<file path="src/rtl/wfc_pkg.sv">
// Shared definitions for the weight fetch controller.
//   wfc_state_e  : FSM state encoding (IDLE, READ, WAIT, SERVE, DONE)
//   BW_8/BW_4/BW_2 : input_bitwidth encodings (2'b11 also selects 2-bit)
//   phase_count  : number of phases a 32-bit word is served for at a given bitwidth
package wfc_pkg;

  typedef enum logic [2:0] {
    StIdle  = 3'd0,
    StRead  = 3'd1,
    StWait  = 3'd2,
    StServe = 3'd3,
    StDone  = 3'd4
  } wfc_state_e;

  localparam logic [1:0] BW_8 = 2'b00;
  localparam logic [1:0] BW_4 = 2'b01;
  localparam logic [1:0] BW_2 = 2'b10;

  // Phases per held word: 1 for 8b, 2 for 4b, 4 for 2b (both 10 and 11).
  function automatic logic [2:0] phase_count(input logic [1:0] bw);
    logic [2:0] p;
    p = 3'd4;
    if (bw == BW_8) begin
      p = 3'd1;
    end else if (bw == BW_4) begin
      p = 3'd2;
    end
    return p;
  endfunction

endpackage

</file>
<file path="src/rtl/weight_fetch_ctrl.sv">
// Weight fetch controller: reads num_words consecutive words from the weight buffer starting
// at base_addr, holds each word in 'buffer' and steps 'state' through the phases the selected
// input bitwidth needs, one phase per out_valid/out_ready handshake.
//
// Ports:
//   clk, reset                  clock, synchronous active-high reset
//   start, base_addr, num_words,
//   input_bitwidth              run request and its parameters (sampled with start in IDLE)
//   buf_rd_en, buf_addr         buffer read strobe / address
//   buf_rdata                   buffer read data, valid one cycle after buf_rd_en
//   buffer, state, out_valid    held word and phase index to the weight mux register
//   out_ready                   downstream accepts the buffer/state pair
//   busy, done                  run in progress / one-cycle end-of-run pulse
//   stall_cnt                   (only with WFC_STALL_CNT_EN) cycles with out_valid && !out_ready
//
// Optional feature macro: WFC_STALL_CNT_EN adds the saturating stall_cnt output.
module weight_fetch_ctrl
  import wfc_pkg::*;
#(
  parameter int unsigned ADDR_W = 10,
  parameter int unsigned CNT_W  = 16
) (
  input  logic              clk,
  input  logic              reset,
  input  logic              start,
  input  logic [ADDR_W-1:0] base_addr,
  input  logic [CNT_W-1:0]  num_words,
  input  logic [1:0]        input_bitwidth,
  output logic              buf_rd_en,
  output logic [ADDR_W-1:0] buf_addr,
  input  logic [31:0]       buf_rdata,
  output logic [31:0]       buffer,
  output logic [1:0]        state,
  output logic              out_valid,
  input  logic              out_ready,
  output logic              busy,
`ifdef WFC_STALL_CNT_EN
  output logic [CNT_W-1:0]  stall_cnt,
`endif
  output logic              done
);

  wfc_state_e        fsm_q;
  logic [ADDR_W-1:0] addr_q;
  logic [CNT_W-1:0]  remaining_q;
  logic [1:0]        last_phase_q;
  logic [1:0]        phase_q;
  logic [31:0]       buffer_q;
  logic              rd_en_q;
  logic              valid_q;
  logic              busy_q;
  logic              done_q;

  // Outputs are registered alongside the state: each transition sets the flags for the state
  // being entered, so buf_rd_en/out_valid/done line up with READ/SERVE/DONE.
  always_ff @(posedge clk) begin
    if (reset) begin
      fsm_q        <= StIdle;
      addr_q       <= '0;
      remaining_q  <= '0;
      last_phase_q <= '0;
      phase_q      <= '0;
      buffer_q     <= '0;
      rd_en_q      <= 1'b0;
      valid_q      <= 1'b0;
      busy_q       <= 1'b0;
      done_q       <= 1'b0;
    end else begin
      rd_en_q <= 1'b0;
      done_q  <= 1'b0;
      unique case (fsm_q)
        StIdle: begin
          if (start) begin
            addr_q       <= base_addr;
            remaining_q  <= num_words;
            last_phase_q <= 2'(phase_count(input_bitwidth) - 3'd1);
            busy_q       <= 1'b1;
            if (num_words == '0) begin
              fsm_q  <= StDone;
              done_q <= 1'b1;
            end else begin
              fsm_q   <= StRead;
              rd_en_q <= 1'b1;
            end
          end
        end
        StRead: begin
          fsm_q <= StWait;
        end
        StWait: begin
          buffer_q <= buf_rdata;
          phase_q  <= '0;
          valid_q  <= 1'b1;
          fsm_q    <= StServe;
        end
        StServe: begin
          if (out_ready) begin
            if (phase_q == last_phase_q) begin
              valid_q     <= 1'b0;
              addr_q      <= addr_q + 1'b1;  // wraps modulo 2^ADDR_W
              remaining_q <= remaining_q - 1'b1;
              if (remaining_q == CNT_W'(1)) begin
                fsm_q  <= StDone;
                done_q <= 1'b1;
              end else begin
                fsm_q   <= StRead;
                rd_en_q <= 1'b1;
              end
            end else begin
              phase_q <= phase_q + 1'b1;
            end
          end
        end
        StDone: begin
          busy_q <= 1'b0;
          fsm_q  <= StIdle;
        end
        default: begin
          fsm_q   <= StIdle;
          valid_q <= 1'b0;
          busy_q  <= 1'b0;
        end
      endcase
    end
  end

  assign buf_rd_en = rd_en_q;
  assign buf_addr  = addr_q;
  assign buffer    = buffer_q;
  assign state     = phase_q;
  assign out_valid = valid_q;
  assign busy      = busy_q;
  assign done      = done_q;

`ifdef WFC_STALL_CNT_EN
  logic [CNT_W-1:0] stall_cnt_q;

  always_ff @(posedge clk) begin
    if (reset) begin
      stall_cnt_q <= '0;
    end else if (fsm_q == StIdle && start) begin
      stall_cnt_q <= '0;
    end else if (valid_q && !out_ready && stall_cnt_q != '1) begin
      stall_cnt_q <= stall_cnt_q + 1'b1;
    end
  end

  assign stall_cnt = stall_cnt_q;
`endif

endmodule

</file>
<file path="config.mk">
export PLATFORM = sky130hd
export DESIGN_NAME = weight_fetch_ctrl
export DESIGN_NICKNAME = d
export VERILOG_FILES = /design/src/rtl/wfc_pkg.sv /design/src/rtl/weight_fetch_ctrl.sv
export SDC_FILE = /design/constraint.sdc
export NUM_CORES = 1
export LEC_CHECK = 0
export CAP_MARGIN = 10
export CELL_PAD_IN_SITES_DETAIL_PLACEMENT = 1
export CELL_PAD_IN_SITES_GLOBAL_PLACEMENT = 1
export CORE_AREA = 2 2 100 102
export DETAILED_ROUTE_END_ITERATION = 10
export DIE_AREA = 0 0 102 104
export PLACE_DENSITY = 0.92
export SLEW_MARGIN = 25
export SYNTH_ARGS = -nofsm -noshare
export SYNTH_HDL_FRONTEND = slang
export SYNTH_SLANG_ARGS = --single-unit
export TNS_END_PERCENT = 50
</file>
<file path="constraint.sdc">
create_clock -name clk -period 4.95 [get_ports clk]
set_input_delay 0.99 -clock clk [delete_from_list [all_inputs] [get_ports clk]]
set_output_delay 0.99 -clock clk [all_outputs]
set_load 0.1 [all_outputs]
</file>
# Word-level counts from Yosys, hierarchy flattened
# Index checks and enable logic that the tools add are counted.
[word_totals]
regBits = 69
input_bits = 64
output_inout_bits = 48
elab_cells = 79
[classes]
addsub = 4
eq_ne = 11
n_mux = 39
n_bitwise = 2
reduce_logical = 13
[op_table]
columns = ["cell", "n"]
rows = [
  ["$mux 16", 3],
  ["$pmux 16 s2", 1],
  ["$mux 10", 3],
  ["$pmux 10 s2", 1],
  ["$eq 16x1->1 const B", 1],
  ["$logic_not 16->1", 1],
  ["$sub 16x1->16 const B", 1],
  ["$mux 3", 5],
  ["$mux 2", 7],
  ["$mux 1", 13],
  ["$pmux 3 s4", 1],
  ["$add 10x1->10 const B", 1],
  ["$reduce_and 3->1", 3],
  ["$ne 2x2->1 const B", 4],
  ["$eq 3x2->1 const B", 2],
  ["$pmux 1 s2", 3],
  ["$reduce_or 3->1", 2],
  ["$pmux 2 s2", 1],
  ["$reduce_and 2->1", 2],
  ["$reduce_and 4->1", 1],
  ["$reduce_bool 2->1", 2],
  ["$eq 3x1->1 const B", 1],
  ["$eq 3x3->1 const B", 1],
  ["$logic_not 3->1", 1],
  ["7 further kinds", 8],
]

# Longest topological paths before layout
[logic_depth]
word_depth = 7
mapped_depth = 9

# Least setup slack after synthesis
# Ideal clock, no wire load.
[synth_path]
path_kind = "register to register"
startpoint = "reg phase_q[1], in the netlist state[1]"
endpoint = "reg addr_q[1], in the netlist buf_addr[1]"
arrival_time_ps = 2358
required_ps = 4859
slack_ps = 2501
path_stages_with_launch = 7
period_less_slack_ps = 2449
cell_sequence = "dfxtp_1 -> xor2_1 -> or3_1 -> o21ai_1 -> buf_4 -> nor2_1 -> a311oi_1"
[synth_via]
elab_chain_cells = 3
[synth_rtl]
columns = ["element", "line_no", "rtl"]
rows = [
  ["start, declared", "weight_fetch_ctrl.sv:47", "logic [1:0] phase_q;"],
  ["start signal, assigned", "weight_fetch_ctrl.sv:110", "phase_q <= phase_q + 1'b1;"],
  ["$eq 2x2->1", "weight_fetch_ctrl.sv:98", "if (phase_q == last_phase_q) begin"],
  ["$ne 2x2->1 (no line)", "--", ""],
  ["$reduce_and 4->1 (no line)", "--", ""],
  ["end signal, assigned", "weight_fetch_ctrl.sv:74", "addr_q <= base_addr;"],
  ["end signal, assigned", "weight_fetch_ctrl.sv:100", "addr_q <= addr_q + 1'b1;"],
  ["end, declared", "weight_fetch_ctrl.sv:44", "logic [ADDR_W-1:0] addr_q;"],
]
# No other way between the ends.
# A chain may end at the register's enable or synchronous reset.

# Worst setup path in the final report
[layout_path]
startpoint = "in out_ready"
endpoint = "reg remaining_q[6]"
[layout_via]
elab_chain_cells = 2
[layout_rtl]
columns = ["element", "line_no", "rtl"]
rows = [
  ["start, declared", "weight_fetch_ctrl.sv:35", "input logic out_ready,"],
  ["$ne 2x2->1 (no line)", "--", ""],
  ["$reduce_and 4->1 (no line)", "--", ""],
  ["end signal, assigned", "weight_fetch_ctrl.sv:75", "remaining_q <= num_words;"],
  ["end signal, assigned", "weight_fetch_ctrl.sv:101", "remaining_q <= remaining_q - 1'b1;"],
  ["end, declared", "weight_fetch_ctrl.sv:45", "logic [CNT_W-1:0] remaining_q;"],
]
# No other way between the ends.

==> metrics.txt <==
outcome finished clean; final setup skew 0.0130 ns; Multi-input gate area 1750 µm²; row cnt 36; fraction of registers with async set/reset 0; Finished Core Util 0.490; Post-CTS Resized 0; Critical R2R Launch fsm_q[0]$_SDFFE_PP0P_; width of the die 102 µm; antenna viol nets, final 0; cells after synthesis 430; Clock Sinks 69; final hold vios 0; crit path kind primary input to flip-flop; Initial Util 0.344; RSZ-0062 raised after global routing false; Main synth FF type dfxtp_1; register area 1380 µm²; share of layout cells above drive strength 1 0.0664; DR WL/cell 17.2 µm; length of the first detailed-routing pass in iterations 5; worst hold slack 0.460 ns; Die Y 104 µm; sequential cell area fraction in the yosys report 0.420; Worst Hold Class flip-flop to flip-flop; hold buffer count at cts 0; R2R Setup Slk 2.21 ns; Vias/cell 5.42; kind of end point of the critical path flip-flop; Die ar. 10,600 µm²; Mean Syn Cell Area 7.65 µm²; Worst-path clk slew 0.07 ns; HPWL after DPL 7840 µm; postcts setup bufs 0; Pleak 0.00164 µW; vias in the first global route 3,786; final slew viol count 0; FF+latch count, synth 69; distinct cell type count after synthesis 55; global-route wire length before repair 18,500 µm; antenna violations before repair 0; min cycle time layout 3.06 ns; Relative slew margins 0.311; GRT Total Usage 0.217; initial DRC count 143; CP max FO 12; Crit path arrival time 3.30 ns; fin crit share 0.617; worst r2r dst buf_addr[0]$_SDFFE_PP0P_; gpl congestion 0.837; setup violators final 0; placed insts 644; worst setup path end remaining_q[6]$_SDFFE_PP0P_; Fin Setup TNS 0 ns; CTS tree yes; Num CTS Buffers 9; top cells by area, synth dfxtp_1, nand2_1, a21oi_1; Max Root-Sink Buffers 2; Synth Cell Area 3290 µm²; Reg2Reg Depth 5; Synth warnings 0; PwrDens 359 nW/µm²; Clk Latency, worst-skew pair 0.35 ns; Placed Area 4440 µm²; Slew @ Worst Pin 1.03 ns; Final #Nets 589; number of flops mapped to enable cells by yosys 0; critical path startpoint out_ready; PortBufs 111; # H-tree levels 3; Vias 3,580; DRC errors left 0; largest net degree at the start of global routing 70; n_diodes 0; synthesis-to-layout area growth 42.2%; Core Box Area 9550 µm²; final instance count without filler cells 660; # fillers 1,188; syn nets 497; Root Buffer clkbuf_8; leading area contributor after synthesis dfxtp_1; Achievable Freq 327 MHz; Ports 112; total grt overflow 0; max cap viols 0; Routed WL 11,300 µm; Critical Path RT 5.19 ns; Worst setup SP type primary input; Yosys top cell area share 0.420; Final Instance Area 4680 µm²; maximum VDD drop 0.146 mV
power breakdown:
part           switching, µW  internal [µW]
clock network            225            312
registers               41.3            595
logic                    348            156
area by class of cell:
type,instances,share of cell area
sequential,69,0.295
multi-input combinational,325,0.375
tap,133,0.0356
inverter,3,0.00241
clock buffer,11,0.0324
timing repair buffer,114,0.241
clock inverter,5,0.0177
stage by stage:
stage | setup slack (ns) | power (µW)
2_1_floorplan | 2.50 | 995
3_3_place_gp | 1.71 | 1130
3_5_place_dp | 1.61 | 1150
4_1_cts | 1.92 | 1690
5_1_grt | 1.69 | 1750
6_report | 1.89 | 1680
worst min-delay path by stage:
stage	slack (ns)	cells after the start	startpoint	endpoint
detailed placement	0.45	2	buffer[20]$_SDFFE_PP0N_	buffer[20]$_SDFFE_PP0N_
global route	0.48	2	buffer[10]$_SDFFE_PP0N_	buffer[10]$_SDFFE_PP0N_
floorplan	0.44	2	remaining_q[13]$_SDFFE_PP0P_	remaining_q[13]$_SDFFE_PP0P_
CTS	0.46	2	buffer[20]$_SDFFE_PP0N_	buffer[20]$_SDFFE_PP0N_
global placement	0.44	2	buffer[19]$_SDFFE_PP0N_	buffer[19]$_SDFFE_PP0N_
finish	0.46	2	buffer[26]$_SDFFE_PP0N_	buffer[26]$_SDFFE_PP0N_
cell usage after synthesis, drive strengths merged (5+ instances only):
cell and count:
a21oi 62, or3 13, dfxtp 69, nand2 107, nand3 9, nor4 10, o21ai 22, nor2 24
buf 14, clkbuf 19, a31oi 8, nor3 13, nand4 5
registers in the layout, indices dropped and copies added (netlist names):
signal	cells
buf_addr	10
buf_rd_en	1
buffer	32
busy	1
done	1
fsm_q	3
last_phase_q	2
out_valid	1
remaining_q	16
state	2
placed cells by master, fill, tap and decap left out, types with 3 or more instances in the layout:
cell type        instances
nand4_1                  5
clkbuf_8                11
nor3_1                  11
nand2b_1                 3
o31ai_1                  3
nor2_1                  22
a32oi_1                  3
buf_4                    3
o21ai_0                 21
a21oi_1                 62
or3_4                    3
clkdlybuf4s50_1        110
nand2_1                107
nand3_1                  9
ha_1                     3
inv_1                    3
or3_1                   10
a31oi_1                  8
and2_1                   3
dfxtp_1                 69
nor4_1                   9
per-layer routing:
| metal | part of all wire | global-route usage | up-vias |
|---|---|---|---|
| li1 | - | - | 1711 |
| met1 | 0.41 | 0.247 | 1737 |
| met2 | 0.51 | 0.374 | 101 |
| met3 | 0.043 | 0.0491 | 31 |
| met4 | 0.037 | 0.109 | 0 |
| met5 | 0 | 0 | - |
critical path: stages:
cell             delay, ns
clkdlybuf4s50_1       0.53
inv_1                 0.11
or3_1                 0.49
o21ai_1               0.57
buf_4                 0.32
a21oi_1               0.10
nor4_1                0.18
logic make-up after synthesis:
logic type | Yosys count | synth area share
AND/OR/NAND/NOR | 197 | 0.289
XOR/XNOR | 2 | 0.00533
adder cells (fa/ha/maj) | 3 | 0.0114
AO/OA/AOI/OAI | 123 | 0.226
buffers and inverters | 36 | 0.0487
flip-flops | 69 | 0.420
Note: power is estimated with default switching activity, not from simulation.
